--- config.mk ---
export PLATFORM = sky130hd
export DESIGN_NAME = alu_seq
export DESIGN_NICKNAME = d
export VERILOG_FILES = /design/src/rtl/alu_seq.sv
export SDC_FILE = /design/constraint.sdc
export NUM_CORES = 1
export LEC_CHECK = 0
export CAP_MARGIN = 30
export CORE_ASPECT_RATIO = 1.25
export CORE_MARGIN = 2
export CORE_UTILIZATION = 25
export DETAILED_ROUTE_END_ITERATION = 12
export GPL_ROUTABILITY_DRIVEN = 0
export PLACE_DENSITY_LB_ADDON = 0.15
export SYNTH_ARGS = -nofsm -noshare
export SYNTH_HDL_FRONTEND = slang
export SYNTH_SLANG_ARGS = --single-unit
--- constraint.sdc ---
create_clock -name clk_i -period 7.5 [get_ports clk_i]
set_input_delay 1.5 -clock clk_i [delete_from_list [all_inputs] [get_ports clk_i]]
set_output_delay 1.5 -clock clk_i [all_outputs]
set_load 0.02 [all_outputs]
--- src/rtl/alu_seq.sv ---
// rtl/alu_seq.sv - registered AVR-style ALU with iterative MUL/MULS/MULSU multiplier
// Optional FMUL/FMULS/FMULSU on op codes 12-14 when ALU_SEQ_FMUL_EN is defined.
module alu_seq #(
    parameter int WIDTH    = 8,
    parameter int MUL_STEP = 1
) (
    input  logic             clk_i,
    input  logic             rst_i,
    input  logic             ena_i,
    input  logic             start_i,
    input  logic [3:0]       op_i,
    input  logic [WIDTH-1:0] a_i,
    input  logic [WIDTH-1:0] b_i,
    input  logic             c_i,
    output logic             busy_o,
    output logic             done_o,
    output logic [WIDTH-1:0] s_o,
    output logic [WIDTH-1:0] p_hi_o,
    output logic             c_o,
    output logic             h_o,
    output logic             z_o,
    output logic             v_o,
    output logic             n_o
);
    localparam int N  = WIDTH / MUL_STEP;
    localparam int CW = $clog2(N);

    localparam logic [3:0] OP_ADD   = 4'd0;
    localparam logic [3:0] OP_SUB   = 4'd1;
    localparam logic [3:0] OP_AND   = 4'd2;
    localparam logic [3:0] OP_OR    = 4'd3;
    localparam logic [3:0] OP_XOR   = 4'd4;
    localparam logic [3:0] OP_PASS  = 4'd5;
    localparam logic [3:0] OP_ROR   = 4'd6;
    localparam logic [3:0] OP_SWAP  = 4'd7;
    localparam logic [3:0] OP_MUL   = 4'd8;
    localparam logic [3:0] OP_MULS  = 4'd9;
    localparam logic [3:0] OP_MULSU = 4'd10;
    localparam logic [3:0] OP_ASR   = 4'd11;
`ifdef ALU_SEQ_FMUL_EN
    localparam logic [3:0] OP_FMUL   = 4'd12;
    localparam logic [3:0] OP_FMULS  = 4'd13;
    localparam logic [3:0] OP_FMULSU = 4'd14;
`endif

    typedef enum logic {S_IDLE, S_MUL} state_t;

    state_t             r_state;
    logic [CW-1:0]      r_cnt;
    logic [2*WIDTH-1:0] r_acc;
    logic [2*WIDTH-1:0] r_mcand;
    logic [WIDTH-1:0]   r_mplier;
    logic               r_b_signed;
    logic               r_busy;
    logic               r_done;
    logic [WIDTH-1:0]   r_s;
    logic [WIDTH-1:0]   r_p_hi;
    logic               r_c, r_h, r_z, r_v, r_n;
`ifdef ALU_SEQ_FMUL_EN
    logic               r_fmul;
    logic               w_fmul;
`endif

    logic               w_is_mul, w_a_signed, w_b_signed;
    logic [WIDTH:0]     w_add, w_sub;
    logic [WIDTH-1:0]   w_alu_s;
    logic               w_alu_c, w_alu_h, w_alu_v, w_alu_z, w_alu_n, w_zn_en;
    logic [2*WIDTH-1:0] w_acc_nxt, w_mcand_nxt, w_store;
    logic [WIDTH-1:0]   w_mplier_nxt;

    always_comb begin
        w_is_mul   = 1'b0;
        w_a_signed = 1'b0;
        w_b_signed = 1'b0;
        case (op_i)
            OP_MUL:   w_is_mul = 1'b1;
            OP_MULS:  begin w_is_mul = 1'b1; w_a_signed = 1'b1; w_b_signed = 1'b1; end
            OP_MULSU: begin w_is_mul = 1'b1; w_a_signed = 1'b1; end
`ifdef ALU_SEQ_FMUL_EN
            OP_FMUL:   w_is_mul = 1'b1;
            OP_FMULS:  begin w_is_mul = 1'b1; w_a_signed = 1'b1; w_b_signed = 1'b1; end
            OP_FMULSU: begin w_is_mul = 1'b1; w_a_signed = 1'b1; end
`endif
            default: ;
        endcase
    end

`ifdef ALU_SEQ_FMUL_EN
    assign w_fmul = w_is_mul && (op_i[3:2] == 2'b11);
`endif

    assign w_add = {1'b0, a_i} + {1'b0, b_i} + {{WIDTH{1'b0}}, c_i};
    assign w_sub = {1'b0, a_i} - {1'b0, b_i} - {{WIDTH{1'b0}}, c_i};

    // Carry/borrow into bit 4 recovered as a[4]^b[4]^s[4].
    always_comb begin
        w_alu_s = a_i;
        w_alu_c = 1'b0;
        w_alu_h = 1'b0;
        w_alu_v = 1'b0;
        w_zn_en = 1'b1;
        case (op_i)
            OP_ADD: begin
                w_alu_s = w_add[WIDTH-1:0];
                w_alu_c = w_add[WIDTH];
                w_alu_h = a_i[4] ^ b_i[4] ^ w_add[4];
                w_alu_v = (a_i[WIDTH-1] == b_i[WIDTH-1]) && (w_add[WIDTH-1] != a_i[WIDTH-1]);
            end
            OP_SUB: begin
                w_alu_s = w_sub[WIDTH-1:0];
                w_alu_c = w_sub[WIDTH];
                w_alu_h = a_i[4] ^ b_i[4] ^ w_sub[4];
                w_alu_v = (a_i[WIDTH-1] != b_i[WIDTH-1]) && (w_sub[WIDTH-1] != a_i[WIDTH-1]);
            end
            OP_AND:  w_alu_s = a_i & b_i;
            OP_OR:   w_alu_s = a_i | b_i;
            OP_XOR:  w_alu_s = a_i ^ b_i;
            OP_PASS: w_alu_s = a_i;
            OP_ROR: begin
                w_alu_s = {c_i, a_i[WIDTH-1:1]};
                w_alu_c = a_i[0];
                w_alu_v = c_i ^ a_i[0];
            end
            OP_SWAP: w_alu_s = {a_i[WIDTH/2-1:0], a_i[WIDTH-1:WIDTH/2]};
            OP_ASR: begin
                w_alu_s = {a_i[WIDTH-1], a_i[WIDTH-1:1]};
                w_alu_c = a_i[0];
                w_alu_v = a_i[WIDTH-1] ^ a_i[0];
            end
            default: w_zn_en = 1'b0;
        endcase
        w_alu_n = w_zn_en & w_alu_s[WIDTH-1];
        w_alu_z = w_zn_en & (w_alu_s == '0);
    end

    // Shift-add over B; the final bit of a signed B carries negative weight.
    always_comb begin
        w_acc_nxt    = r_acc;
        w_mcand_nxt  = r_mcand;
        w_mplier_nxt = r_mplier;
        for (int j = 0; j < MUL_STEP; j++) begin
            if (w_mplier_nxt[0]) begin
                if (r_b_signed && (r_cnt == '0) && (j == MUL_STEP - 1))
                    w_acc_nxt = w_acc_nxt - w_mcand_nxt;
                else
                    w_acc_nxt = w_acc_nxt + w_mcand_nxt;
            end
            w_mcand_nxt  = w_mcand_nxt << 1;
            w_mplier_nxt = w_mplier_nxt >> 1;
        end
    end

`ifdef ALU_SEQ_FMUL_EN
    assign w_store = r_fmul ? {w_acc_nxt[2*WIDTH-2:0], 1'b0} : w_acc_nxt;
`else
    assign w_store = w_acc_nxt;
`endif

    always_ff @(posedge clk_i) begin
        if (rst_i) begin
            r_state    <= S_IDLE;
            r_cnt      <= '0;
            r_acc      <= '0;
            r_mcand    <= '0;
            r_mplier   <= '0;
            r_b_signed <= 1'b0;
            r_busy     <= 1'b0;
            r_done     <= 1'b0;
            r_s        <= '0;
            r_p_hi     <= '0;
            r_c        <= 1'b0;
            r_h        <= 1'b0;
            r_z        <= 1'b0;
            r_v        <= 1'b0;
            r_n        <= 1'b0;
`ifdef ALU_SEQ_FMUL_EN
            r_fmul     <= 1'b0;
`endif
        end else if (ena_i) begin
            case (r_state)
                S_IDLE: begin
                    r_done <= 1'b0;
                    if (start_i) begin
                        if (w_is_mul) begin
                            r_state    <= S_MUL;
                            r_busy     <= 1'b1;
                            r_cnt      <= CW'(N - 1);
                            r_acc      <= '0;
                            r_mcand    <= {{WIDTH{w_a_signed & a_i[WIDTH-1]}}, a_i};
                            r_mplier   <= b_i;
                            r_b_signed <= w_b_signed;
`ifdef ALU_SEQ_FMUL_EN
                            r_fmul     <= w_fmul;
`endif
                        end else begin
                            r_done <= 1'b1;
                            r_s    <= w_alu_s;
                            r_p_hi <= '0;
                            r_c    <= w_alu_c;
                            r_h    <= w_alu_h;
                            r_z    <= w_alu_z;
                            r_v    <= w_alu_v;
                            r_n    <= w_alu_n;
                        end
                    end
                end
                S_MUL: begin
                    r_done   <= 1'b0;
                    r_acc    <= w_acc_nxt;
                    r_mcand  <= w_mcand_nxt;
                    r_mplier <= w_mplier_nxt;
                    r_cnt    <= r_cnt - 1'b1;
                    if (r_cnt == '0) begin
                        r_state         <= S_IDLE;
                        r_busy          <= 1'b0;
                        r_done          <= 1'b1;
                        {r_p_hi, r_s}   <= w_store;
                        r_c             <= w_acc_nxt[2*WIDTH-1];
                        r_z             <= (w_store == '0);
                        r_h             <= 1'b0;
                        r_v             <= 1'b0;
                        r_n             <= 1'b0;
                    end
                end
                default: r_state <= S_IDLE;
            endcase
        end
    end

    assign busy_o = r_busy;
    assign done_o = r_done;
    assign s_o    = r_s;
    assign p_hi_o = r_p_hi;
    assign c_o    = r_c;
    assign h_o    = r_h;
    assign z_o    = r_z;
    assign v_o    = r_v;
    assign n_o    = r_n;

endmodule

---- Word level (Yosys, flattened, before mapping) ----
Cells that the tools add are included.
word-level totals
  flip-flop bits (word level) ............. 68
  bits in latches ......................... 0
  RAM bits ................................ 0
  memory bits (read-only) ................. 0
  input port bits ......................... 25
  output and inout bits ................... 23
  word-level logic and storage cells ...... 127
  memories ................................ 0
cells by class
  add/sub/neg operators ................... 7
  $mul .................................... 0
  divide/modulo/power cells ............... 0
  $lt $le $gt $ge ......................... 0
  equality and inequality tests ........... 19
  shift-type cells ........................ 0
  muxes and demuxes ....................... 59
  bitwise gates (word level) .............. 12
  reduce and logical (&&, ||, !) cells .... 15
operators with widths
  operator                                             number
  2-to-1 mux 16 bit                                    6
  2-to-1 mux 8 bit                                     8
  case mux 16 bit (2 select lines)                     2
  case mux 8 bit (8 select lines)                      1
  case mux 8 bit (2 select lines)                      3
  2-to-1 mux 1 bit                                     25
  case mux 1 bit (2 select lines)                      9
  adder 16 bit                                         1
  equality test 4 x 3 -> 1 bit, second input constant  4
  equality test 4 bit, second input constant           4
  logical NOT 16 bit                                   1
  subtractor 16 bit                                    1
  AND reduction 4 bit                                  3
  adder 8 x 8 -> 9 bit                                 1
  adder 9 x 1 -> 9 bit                                 1
  OR reduction 9 bit                                   1
  subtractor 8 x 8 -> 9 bit                            1
  subtractor 9 x 1 -> 9 bit                            1
  bitwise AND 8 bit                                    1
  equality test 4 x 2 -> 1 bit, second input constant  2
  logical NOT 8 bit                                    1
  OR 8 bit                                             1
  XOR 8 bit                                            1
  2-to-1 mux 3 bit                                     2
  other kinds (18)                                     31

---- Longest topological paths before layout ----
  depth after elaboration ................. 8
  mapped depth ............................ 19
  gate-level depth less buffers ........... 17

---- Worst setup path after synthesis ----
OpenSTA, ideal clock, no wires.
  path kind ............................... in2reg
  from .................................... input port b_i[0]
  to ...................................... register r_z (netlist: z_o)
  library setup time ...................... 0.074 ns
  data arrival time ....................... 4.120 ns
  data required time ...................... 7.426 ns
  setup slack ............................. 3.306 ns
  stages .................................. 11
  buffers on the path ..................... 0
  cells stage by stage .................... inv_1 -> fa_1 -> fa_1 -> o21ai_0 -> nor3b_1 -> nor3_1 -> a21oi_1 -> nand2_1 -> or4_1 -> or4b_1 -> a31oi_1
between the ends
  longest elaborated chain between the ends .. 8
  elaborated cells between the ends (all ways) .. 13
  those cells by class .................... add/sub: 4; mux: 4; bitwise: 4; reduce/logical: 1
ends and longest elaborated chain
  element                                                                   line    source
  start, declared                                                           13      input logic [WIDTH-1:0] b_i,
  subtractor 8 x 8 -> 9 bit / adder 8 x 8 -> 9 bit (equally long branches)  93, 92
  subtractor 9 x 1 -> 9 bit / adder 9 x 1 -> 9 bit (equally long branches)  93, 92
  case mux 8 bit (8 select lines) (*)                                       102     case (op_i)
  logical NOT 8 bit (*)                                                     133     w_alu_z = w_zn_en & (w_alu_s == '0);
  bitwise AND 1 bit (*)                                                     133
  2-to-1 mux 1 bit (*)                                                      184     if (w_is_mul) begin
  2-to-1 mux 1 bit (*)                                                      183     if (start_i) begin
  case mux 1 bit (2 select lines) (*)                                       180     case (r_state)
  end signal, assigned                                                      201     r_z <= w_alu_z;
  end signal, assigned                                                      219     r_z <= (w_store == '0);
  end, declared                                                             58      logic r_c, r_h, r_z, r_v, r_n;
Mark *: on every way between the ends. The rest lies on a longest branch, timed or not. The select of a mux whose other input is x is not followed.
A chain may end at the register's enable or synchronous reset.

---- Worst setup path after layout ----
  from .................................... input port a_i[0]
  to ...................................... register r_z (netlist: z_o)
between the ends
  longest elaborated chain between the ends .. 8
  elaborated cells between the ends (all ways) .. 13
  those cells by class .................... add/sub: 4; mux: 4; bitwise: 4; reduce/logical: 1
ends and longest elaborated chain
  element                                                                   line    source
  start, declared                                                           12      input logic [WIDTH-1:0] a_i,
  subtractor 8 x 8 -> 9 bit / adder 8 x 8 -> 9 bit (equally long branches)  93, 92
  subtractor 9 x 1 -> 9 bit / adder 9 x 1 -> 9 bit (equally long branches)  93, 92
  case mux 8 bit (8 select lines) (*)                                       102
  logical NOT 8 bit (*)                                                     133
  bitwise AND 1 bit (*)                                                     133
  2-to-1 mux 1 bit (*)                                                      184
  2-to-1 mux 1 bit (*)                                                      183
  case mux 1 bit (2 select lines) (*)                                       180
Marked as above.

==> impl_metrics.ini <==
[die]
num_io_pins = 48
die_y_um = 175
initial_core_util = 0.254
fp.dieW_um = 141
dieArea_sq_um = 24700
rows = 62
core_area_sq_um = 23000

[timing]
finalSetupViolCount = 0
clock.fmax_mhz = 202
clock-skew-final_ns = 0.00954
fin_setup_tns_ns = 0
grt_setup_unrepaired = false
period_share = 0.661
whs_ns = 0.453
min_period_ns = 4.95
drv_slew = 0
worst-slew-pin-transition_ns = 1.02
hold_violations = 0
slew_headroom = 0.320

[routing]
wire_per_inst_um = 18.9
drc = 0
vias = 5721
dr.pass1.iters = 7
vias_per_cell = 5.32
drtIter0Drc = 406
final_antenna_net_count = 0
drt-total-wl_mm = 20.4

[synthesis]
synth_edf_count = 0
synth-xor-area-share = 0.0502
ys.flop_type = dfxtp_1
netlist_area_sq_um = 5860
synthDistinctLibCells = 79
synth_compound_area_frac = 0.262
synth_warnings = 0
synth.area.mux_share = 0.0431
seq_area_frac_synth = 0.232
synth_nets = 842
async_flop_share = 0
syn_avg_cell_area_sq_um = 7.67
synth_top_family_by_area = compound AO/OA/AOI/OAI gates
synth_adder_area_share = 0.120
synth-seq-cells = 68
syn_inst = 764
yosys.area_share.simple = 0.226

[worst_hold_path]
hold_path.class = reg2reg
hold_depth = 2

[cells_and_area]
layout_commonest_cell = nor2_1
multi_input_area_sq_um = 4120
num_antenna_cells = 0
nFillCells = 2521
drive_gt1_frac = 0.0558
layout_common_cells = nor2_1, dfxtp_1, nand2_1
area_delta_synth_final_pct = 16.6
regArea_sq_um = 1360
nets = 864

[setup_path]
cp-start-kind = primary input
path_buf_inv = 2
cp-end-kind = flop
arrival_ns = 5.22
cp_max_fo = 8
critPathTopFamily = compound AO/OA/AOI/OAI gates
crit_required_ns = 7.77
cpPeakStageDelay_ns = 0.71
crit_chain = clkdlybuf4s50_1 > fa_1 > inv_1 > ha_1 > o21ai_0 > nand3_1 > a31o_2 > a21oi_1 > xnor2_1 > a211o_1 > or4b_1 > a31oi_1
path_depth = 12
crit_type = in2reg
critPathSlowestCell = fa_1
reg2regPathDepth = 15

[global_route]
grt_pass1_vias = 5485
track_usage = 0.169
overflow = 0
grt_first_pass_wirelength_mm = 32.0
grt_max_degree = 69
antenna_found_initial = 0

[power_and_ir_drop]
fin_total_pwr_uw = 1160
powerDensity_nw_per_um2 = 170
leakage_uw = 0.00255
ir_drop_mv = 0.0620

[job]
drv_cap = 0

[clock_tree]
holdBufCountCts = 0
cts.repair_timing.setup_buffer_count = 0
htreeDepth = 3
cts_sinks = 68
root_buffer = clkbuf_16
cts_buffer_depth = 2
numCtsBuffers = 9
clkLatencyLatePin_ns = 0.34
clk_pin_slew_ns = 0.05
cts_tree = done
cts_resized = 0

[run_status]
status = finished clean

[place]
post-dp-hpwl_mm = 15.5
io_buffer_count = 47
-- kinds of logic after synthesis --
family / count (synthesis)
AO/OA/AOI/OAI: 217
multiplexers: 25
adder cells (fa/ha/maj): 53
buffers and inverters: 95
flip-flops: 68
XOR/XNOR: 32
AND/OR/NAND/NOR: 274
-- sequential cells by signal, summed over array words and instances (netlist names) --
name	flops
r_acc	16
r_mcand	16
p_hi_o	8
r_mplier	8
s_o	8
r_cnt	3
busy_o	1
c_o	1
done_o	1
h_o	1
n_o	1
r_b_signed	1
r_state	1
v_o	1
z_o	1
-- Yosys cell counts, types with 8 or more instances --
master | instances | area, sq um
nand3b_1 | 8 | 60.1
a21oi_1 | 45 | 225
xnor2_1 | 14 | 123
ha_1 | 48 | 601
inv_1 | 45 | 169
nand3_1 | 11 | 55.1
nand2_1 | 58 | 218
a22oi_1 | 25 | 188
nor3_1 | 22 | 110
clkbuf_1 | 35 | 131
nor2_1 | 106 | 398
a21o_1 | 8 | 60.1
o21ai_0 | 19 | 95.1
dfxtp_1 | 68 | 1360
nand2b_1 | 13 | 81.3
xor2_1 | 17 | 149
a31oi_1 | 11 | 68.8
a211oi_1 | 35 | 263
mux2i_1 | 23 | 230
-- metal layers --
metal / track usage / vias up / share of wire
met5: 0 / - / 0
met4: 0.0638 / 0 / 0.030
met3: 0.0236 / 31 / 0.039
met2: 0.287 / 165 / 0.49
met1: 0.216 / 2691 / 0.44
li1: - / 2834 / -
-- power by group --
group / internal (uW) / switching (uW)
logic: 151 / 233
clock network: 236 / 161
registers: 373 / 11.2
total: 759 / 405
-- path summary, 6_finish.rpt --
kind,start,endpoint,slack [ns]
worst min register to register,n_o,n_o,0.45
worst max-delay path,a_i[0],z_o,2.55
worst max register to register,r_cnt[0],z_o,2.95
worst min-delay path,n_o,n_o,0.45
-- worst register-to-register path: cells and delay by family, from the launching register on --
| family | cells | cell delay, ns |
|---|---|---|
| mux | 1 | 0.49 |
| flops | 1 | 0.32 |
| xor+xnor | 1 | 0.55 |
| simple gates | 4 | 1.00 |
| compound gates | 5 | 1.44 |
| buf+inv | 2 | 0.18 |
| fa+ha+maj | 2 | 0.42 |
-- cell type report --
type | count | area share
clock inverter | 2 | 0.00183
sequential | 68 | 0.199
clock buffer | 11 | 0.0370
timing repair buffer | 59 | 0.0809
tap | 288 | 0.0527
multi-input combinational | 601 | 0.602
inverter | 47 | 0.0258
-- per-stage QoR --
step                worst slack [ns]  instance area, sq um  std cells   util
floorplan                       3.31                  5860        764      -
global placement                2.21                  6560       1062  0.285
detailed placement              2.20                  6570       1063  0.285
CTS                             2.54                  6830       1076  0.297
global route                    2.32                  6830       1076  0.297
finish                          2.55                  6830       1076  0.297
Power figures use the tool's default switching activity.
==> patch 1: new RTL, config.mk and constraints unchanged <==
Register the inputs `ena_i`, `start_i`, `b_i` and `c_i` before use, without a reset. The logic sees them one clock later. The other inputs are not delayed to match.
--- a/src/rtl/alu_seq.sv
+++ b/src/rtl/alu_seq.sv
@@ -45,6 +45,18 @@
 
     typedef enum logic {S_IDLE, S_MUL} state_t;
 
+    logic ena_q;
+    logic start_q;
+    logic [WIDTH-1:0] b_q;
+    logic c_q;
+
+    always_ff @(posedge clk_i) begin
+        ena_q   <= ena_i;
+        start_q <= start_i;
+        b_q     <= b_i;
+        c_q     <= c_i;
+    end
+
     state_t             r_state;
     logic [CW-1:0]      r_cnt;
     logic [2*WIDTH-1:0] r_acc;
@@ -89,8 +101,8 @@
     assign w_fmul = w_is_mul && (op_i[3:2] == 2'b11);
 `endif
 
-    assign w_add = {1'b0, a_i} + {1'b0, b_i} + {{WIDTH{1'b0}}, c_i};
-    assign w_sub = {1'b0, a_i} - {1'b0, b_i} - {{WIDTH{1'b0}}, c_i};
+    assign w_add = {1'b0, a_i} + {1'b0, b_q} + {{WIDTH{1'b0}}, c_q};
+    assign w_sub = {1'b0, a_i} - {1'b0, b_q} - {{WIDTH{1'b0}}, c_q};
 
     // Carry/borrow into bit 4 recovered as a[4]^b[4]^s[4].
     always_comb begin
@@ -103,23 +115,23 @@
             OP_ADD: begin
                 w_alu_s = w_add[WIDTH-1:0];
                 w_alu_c = w_add[WIDTH];
-                w_alu_h = a_i[4] ^ b_i[4] ^ w_add[4];
-                w_alu_v = (a_i[WIDTH-1] == b_i[WIDTH-1]) && (w_add[WIDTH-1] != a_i[WIDTH-1]);
+                w_alu_h = a_i[4] ^ b_q[4] ^ w_add[4];
+                w_alu_v = (a_i[WIDTH-1] == b_q[WIDTH-1]) && (w_add[WIDTH-1] != a_i[WIDTH-1]);
             end
             OP_SUB: begin
                 w_alu_s = w_sub[WIDTH-1:0];
                 w_alu_c = w_sub[WIDTH];
-                w_alu_h = a_i[4] ^ b_i[4] ^ w_sub[4];
-                w_alu_v = (a_i[WIDTH-1] != b_i[WIDTH-1]) && (w_sub[WIDTH-1] != a_i[WIDTH-1]);
-            end
-            OP_AND:  w_alu_s = a_i & b_i;
-            OP_OR:   w_alu_s = a_i | b_i;
-            OP_XOR:  w_alu_s = a_i ^ b_i;
+                w_alu_h = a_i[4] ^ b_q[4] ^ w_sub[4];
+                w_alu_v = (a_i[WIDTH-1] != b_q[WIDTH-1]) && (w_sub[WIDTH-1] != a_i[WIDTH-1]);
+            end
+            OP_AND:  w_alu_s = a_i & b_q;
+            OP_OR:   w_alu_s = a_i | b_q;
+            OP_XOR:  w_alu_s = a_i ^ b_q;
             OP_PASS: w_alu_s = a_i;
             OP_ROR: begin
-                w_alu_s = {c_i, a_i[WIDTH-1:1]};
+                w_alu_s = {c_q, a_i[WIDTH-1:1]};
                 w_alu_c = a_i[0];
-                w_alu_v = c_i ^ a_i[0];
+                w_alu_v = c_q ^ a_i[0];
             end
             OP_SWAP: w_alu_s = {a_i[WIDTH/2-1:0], a_i[WIDTH-1:WIDTH/2]};
             OP_ASR: begin
@@ -176,18 +188,18 @@
 `ifdef ALU_SEQ_FMUL_EN
             r_fmul     <= 1'b0;
 `endif
-        end else if (ena_i) begin
+        end else if (ena_q) begin
             case (r_state)
                 S_IDLE: begin
                     r_done <= 1'b0;
-                    if (start_i) begin
+                    if (start_q) begin
                         if (w_is_mul) begin
                             r_state    <= S_MUL;
                             r_busy     <= 1'b1;
                             r_cnt      <= CW'(N - 1);
                             r_acc      <= '0;
                             r_mcand    <= {{WIDTH{w_a_signed & a_i[WIDTH-1]}}, a_i};
-                            r_mplier   <= b_i;
+                            r_mplier   <= b_q;
                             r_b_signed <= w_b_signed;
 `ifdef ALU_SEQ_FMUL_EN
                             r_fmul     <= w_fmul;
Check against the original RTL: not equivalent (a bounded check fails within 4 cycles, from zero or initial values and one cycle with rst_i high).
==> patch 1 against the unedited design <==
Sequential cell count increased by 11; count of clock-buffer cells in the layout down 1; cell area grew 5.0%; utilization up 0.49 points; register-to-register slack worse by 160 ps; first-iteration DRC count is 29% lower; wire length is 0.97% higher; global-route usage decreased by 0.40 points; clock skew grew 0.61 ps; power grew 14%; worst setup slack improved by 240 ps; synthesized area rose by 3.9%.
==> patch 1: results (changes against the unedited design) <==
metric;value;unit;change
status;complete, no violations;;unchanged
worst vdd ir;0.1091;mV;was 0.06199 mV
mux cell area share after synthesis;3.780;%;was 4.313%
clock skew;10.15;ps;was 9.539 ps
1st-iter DRT viols;289;;was 406
DR pass1 iterations;8;;was 7
Worst slew margin;34.92;%;was 32.02%
Clock Pin Slew Worst Setup and Hold Paths;70;ps;was 50 ps
crit-path max FO;9;;was 8
fill cell count;2633;;was 2521
global-route wire length before repair;32290;µm;was 31970 µm
Diodes inserted;0;;unchanged
Post-CTS Setup Bufs;0;;unchanged
antenna violations before repair;0;;unchanged
Yosys warnings;0;;unchanged
share of cells above drive strength 1;5.211;%;was 5.584%
DP Worst Slack;2378;ps;was 2197 ps
slowest CP cell;nor4_2;;was fa_1
biggest regs;r_acc: 16 flops, r_mcand: 16 flops;;unchanged
top cells by count, synth;nor2_1, dfxtp_1, nand2_1;;unchanged
wire per inst;18.19;µm;was 18.94 µm
Synth Area in Adders;11.50;%;was 11.96%
nets;879;;was 864
CTS Buf Count;9;;unchanged
clock buffer depth;2;;unchanged
DR vias;5804;;was 5721
class of the worst hold path;flop to flop;;unchanged
Max stage delay on crit path;730;ps;was 710 ps
number of global-route vias before repair;5689;;was 5485
sw power;0.4481;mW;was 0.4048 mW
post_cts resized;0;;unchanged
Hold Startpoint;s_o[0]$_SDFFE_PP0P_;;was n_o$_SDFFE_PP0P_
Compound-Gate Fraction of Synth Area;26.40;%;was 26.17%
Yosys cell types;71;;was 79
crit path DAT;4990;ps;was 5220 ps
async set-reset flop share out of synthesis;0;%;unchanged
GRT Total Usage;16.45;%;was 16.85%
synthesized instance count;778;;was 764
HPWL after detailed placement;15210;µm;was 15460 µm
sequential fraction of the synthesis area;25.97;%;was 23.23%
leak pwr;2.612;nW;was 2.554 nW
Synth area leaders;dfxtp_1, ha_1, nor2_1, nand2_1, a211oi_1;;was dfxtp_1, ha_1, nor2_1, a211oi_1, mux2i_1
H-tree Lvls;3;;unchanged
Post-Synth XOR/XNOR Area;4.827;%;was 5.017%
Syn Nets;856;;was 842
Worst Setup SP;r_cnt[0]$_SDFFE_PP0P_;;was a_i[0]
Layout Cells excl Fill;1131;;was 1076
largest net degree at the start of global routing;70;;was 69
worst skew pair latency;350;ps;
## patch 1: cell types whose count changed after synthesis, sizes merged, moves of 5 or more
cell,before,now
o21ai,20,35
dfxtp,68,79
a21oi,45,37
o211ai,3,10
mux2i,23,17
nand2,58,64
nand3,11,5
inv,45,40
nand4,4,9
nor2b,7,12
## patch 1: layout make-up
class,count,area (µm²),area share [%]
Tap cell,325,406.6,5.665
Timing Repair Buffer,56,533.0,7.425
Inverter,41,153.9,2.144
Sequential cell,79,1582,22.03
Clock buffer,10,229.0,3.190
Clock inverter,6,92.59,1.290
Multi-Input combinational cell,614,4182,58.25
## patch 1: path summary, 6_finish.rpt
check                        endpoint  slack [ps]  cells after the start
setup / recovery     z_o$_SDFFE_PP0P_        2790                     15
setup reg to reg     z_o$_SDFFE_PP0P_        2790                     15
hold / removal    s_o[0]$_SDFFE_PP0P_         460                      2
hold reg to reg   s_o[0]$_SDFFE_PP0P_         460                      2
## patch 1: cells by family (layout without fill, tap and decap cells)
logic type               Yosys count  in the layout
AO/OA/AOI/OAI                    230            230
XOR/XNOR                          32             32
adder cells (fa/ha/maj)           53             53
buffers and inverters             85            113
flip-flops                        79             79
multiplexers                      22             22
AND/OR/NAND/NOR                  277            277
## patch 1: power by group through the flow
stage	sequential [mW]	clock (mW)	combinational (mW)
floorplan	0.460	0	0.271
global placement	0.460	0	0.394
detailed placement	0.460	0	0.389
CTS	0.451	0.508	0.392
global route	0.453	0.528	0.431
finish	0.450	0.493	0.388
## patch 1: critical path: cells and delay by family, from the launching register on
| family | cells | cell delay [ps] |
|---|---|---|
| AOI/OAI and AO/OA | 6 | 1580 |
| DFF | 1 | 320 |
| xor gates and xnor gates | 1 | 280 |
| buffers and inverters | 1 | 80 |
| and+or+nand+nor | 5 | 1880 |
| adders and majority gates | 2 | 490 |
## patch 1: per-layer routing
layer  wire [µm]  GRT usage [%]  vias up  share of wire [%]
met5           0              0        -                  0
met4         459          4.902        0                2.2
met3         713          2.497       29                3.5
met2       10570          30.18      130                 51
met1        8832          19.58     2751                 43
li1            -              -     2894                  -
## patch 1: per-stage QoR
step	total power [mW]	instance area [µm²]	hold slack (ps)
after floorplan	0.7309	6091	436.7
after global placement	0.8542	6857	456.9
after detailed placement	0.8498	6857	456.9
after CTS	1.350	7178	469.6
after global routing	1.412	7178	489.1
final	1.332	7178	465.0
==> patch 2: new RTL, same settings <==
Made on the original files. Build with the macro `ALU_SEQ_FMUL_EN` defined.
--- a/src/rtl/alu_seq.sv
+++ b/src/rtl/alu_seq.sv
@@ -1,5 +1,7 @@
 // rtl/alu_seq.sv - registered AVR-style ALU with iterative MUL/MULS/MULSU multiplier
 // Optional FMUL/FMULS/FMULSU on op codes 12-14 when ALU_SEQ_FMUL_EN is defined.
+`define ALU_SEQ_FMUL_EN
+
 module alu_seq #(
     parameter int WIDTH    = 8,
     parameter int MUL_STEP = 1
Behaviour: not the same (Yosys sat finds a counterexample within 4 cycles, from zero or initial values and one cycle with rst_i high).
==> patch 2 against the unedited design <==
Largest cell class unchanged; worst setup slack better by 110 ps; global-route usage up 0.21 points; wire length up 11%; non-clock buffer count up 4; sequential cell count up 1; via count up 11%; cell area up 8.1%; clock power up 27%; synthesized area up 7.6%; power up 8.5%.
==> patch 2: results (changes against the unedited design) <==
metric;value;unit;change
vias per inst;5.296;;was 5.317
Layout Cells excl Fill;1200;;was 1076
crit-path max FO;10;;was 8
Post-Synth XOR/XNOR Area;4.663;%;was 5.017%
Synth Area in Adders;11.11;%;was 11.96%
slowest CP cell;clkdlybuf4s50_1;;was fa_1
worst vdd ir;0.09115;mV;was 0.06199 mV
GRT Total Usage;17.06;%;was 16.85%
Max stage delay on crit path;640;ps;was 710 ps
sequential fraction of the synthesis area;21.90;%;was 23.23%
Compound-Gate Fraction of Synth Area;26.98;%;was 26.17%
fill cell count;2830;;was 2521
largest net degree at the start of global routing;67;;was 69
R2R depth;13;;was 15
Placed Instance Area;7052;µm²;was 6569 µm²
global-route wire length before repair;35760;µm;was 31970 µm
worst slew pin tran;933.3;ps;was 1020 ps
worst hold margin;454.7;ps;was 452.6 ps
leak pwr;2.773;nW;was 2.554 nW
Syn Nets;928;;was 842
clock skew;5.771;ps;was 9.539 ps
share of cells above drive strength 1;6.012;%;was 5.584%
wire per inst;18.90;µm;was 18.94 µm
post_cts resized;0;;unchanged
nets;939;;was 864
status;complete, no violations;;unchanged
1st-iter DRT viols;347;;was 406
P&R area growth vs syn;17.18;%;was 16.61%
DR pass1 iterations;5;;was 7
Post-CTS Setup Bufs;0;;unchanged
mux cell area share after synthesis;1.865;%;was 4.313%
Synth area leaders;dfxtp_1, ha_1, nand2_1, nor2_1, a21oi_1;;was dfxtp_1, ha_1, nor2_1, a211oi_1, mux2i_1
Mean Syn Cell Area;7.419;µm²;was 7.671 µm²
cell family with most CP delay;simple AND/OR/NAND/NOR gates;;was compound AO/OA/AOI/OAI gates
Reg-to-Reg Start;r_mcand[0]$_SDFFE_PP0P_;;was r_cnt[0]$_SDFFE_PP0P_
top cells by count, synth;nand2_1, nor2_1, dfxtp_1;;was nor2_1, dfxtp_1, nand2_1
Worst R2R End;c_o$_SDFFE_PP0P_;;was z_o$_SDFFE_PP0P_
crit path DAT;5120;ps;was 5220 ps
HPWL after detailed placement;16890;µm;was 15460 µm
Worst Setup Slack, final;2653;ps;was 2546 ps
Post-synth top flop;dfxtp_1;;unchanged
worst hold path endpoint;v_o$_SDFFE_PP0P_;;was n_o$_SDFFE_PP0P_
R2R setup slack;3290;ps;was 2950 ps
DP Worst Slack;2330;ps;was 2197 ps
Hold Startpoint;v_o$_SDFFE_PP0P_;;was n_o$_SDFFE_PP0P_
Yosys cell types;87;;was 79
## patch 2: cell type report
type / count / share of cell area [%]
Timing Repair Buffer: 63 / 7.975
Clock buffer: 9 / 3.048
Inverter: 47 / 2.387
Clock inverter: 6 / 1.524
Sequential cell: 69 / 18.69
Multi-Input combinational cell: 671 / 60.70
Tap cell: 335 / 5.672
## patch 2: kinds of logic after synthesis
group | count (synthesis)
AND/OR/NAND/NOR | 338
AO/OA/AOI/OAI | 238
multiplexers | 10
adder cells (fa/ha/maj) | 53
buffers and inverters | 110
XOR/XNOR | 32
flip-flops | 69
## patch 2: report_power, final
group | internal (mW) | switching, mW
clock network | 0.324 | 0.177
registers | 0.375 | 0.00864
logic | 0.147 | 0.230
## patch 2: routing by layer
metal	up-vias	track usage (%)	routed length, µm
met5	-	0	0
li1	3133	-	-
met2	135	30.70	11560
met3	20	1.583	665
met4	0	4.893	410
met1	3067	21.64	10050
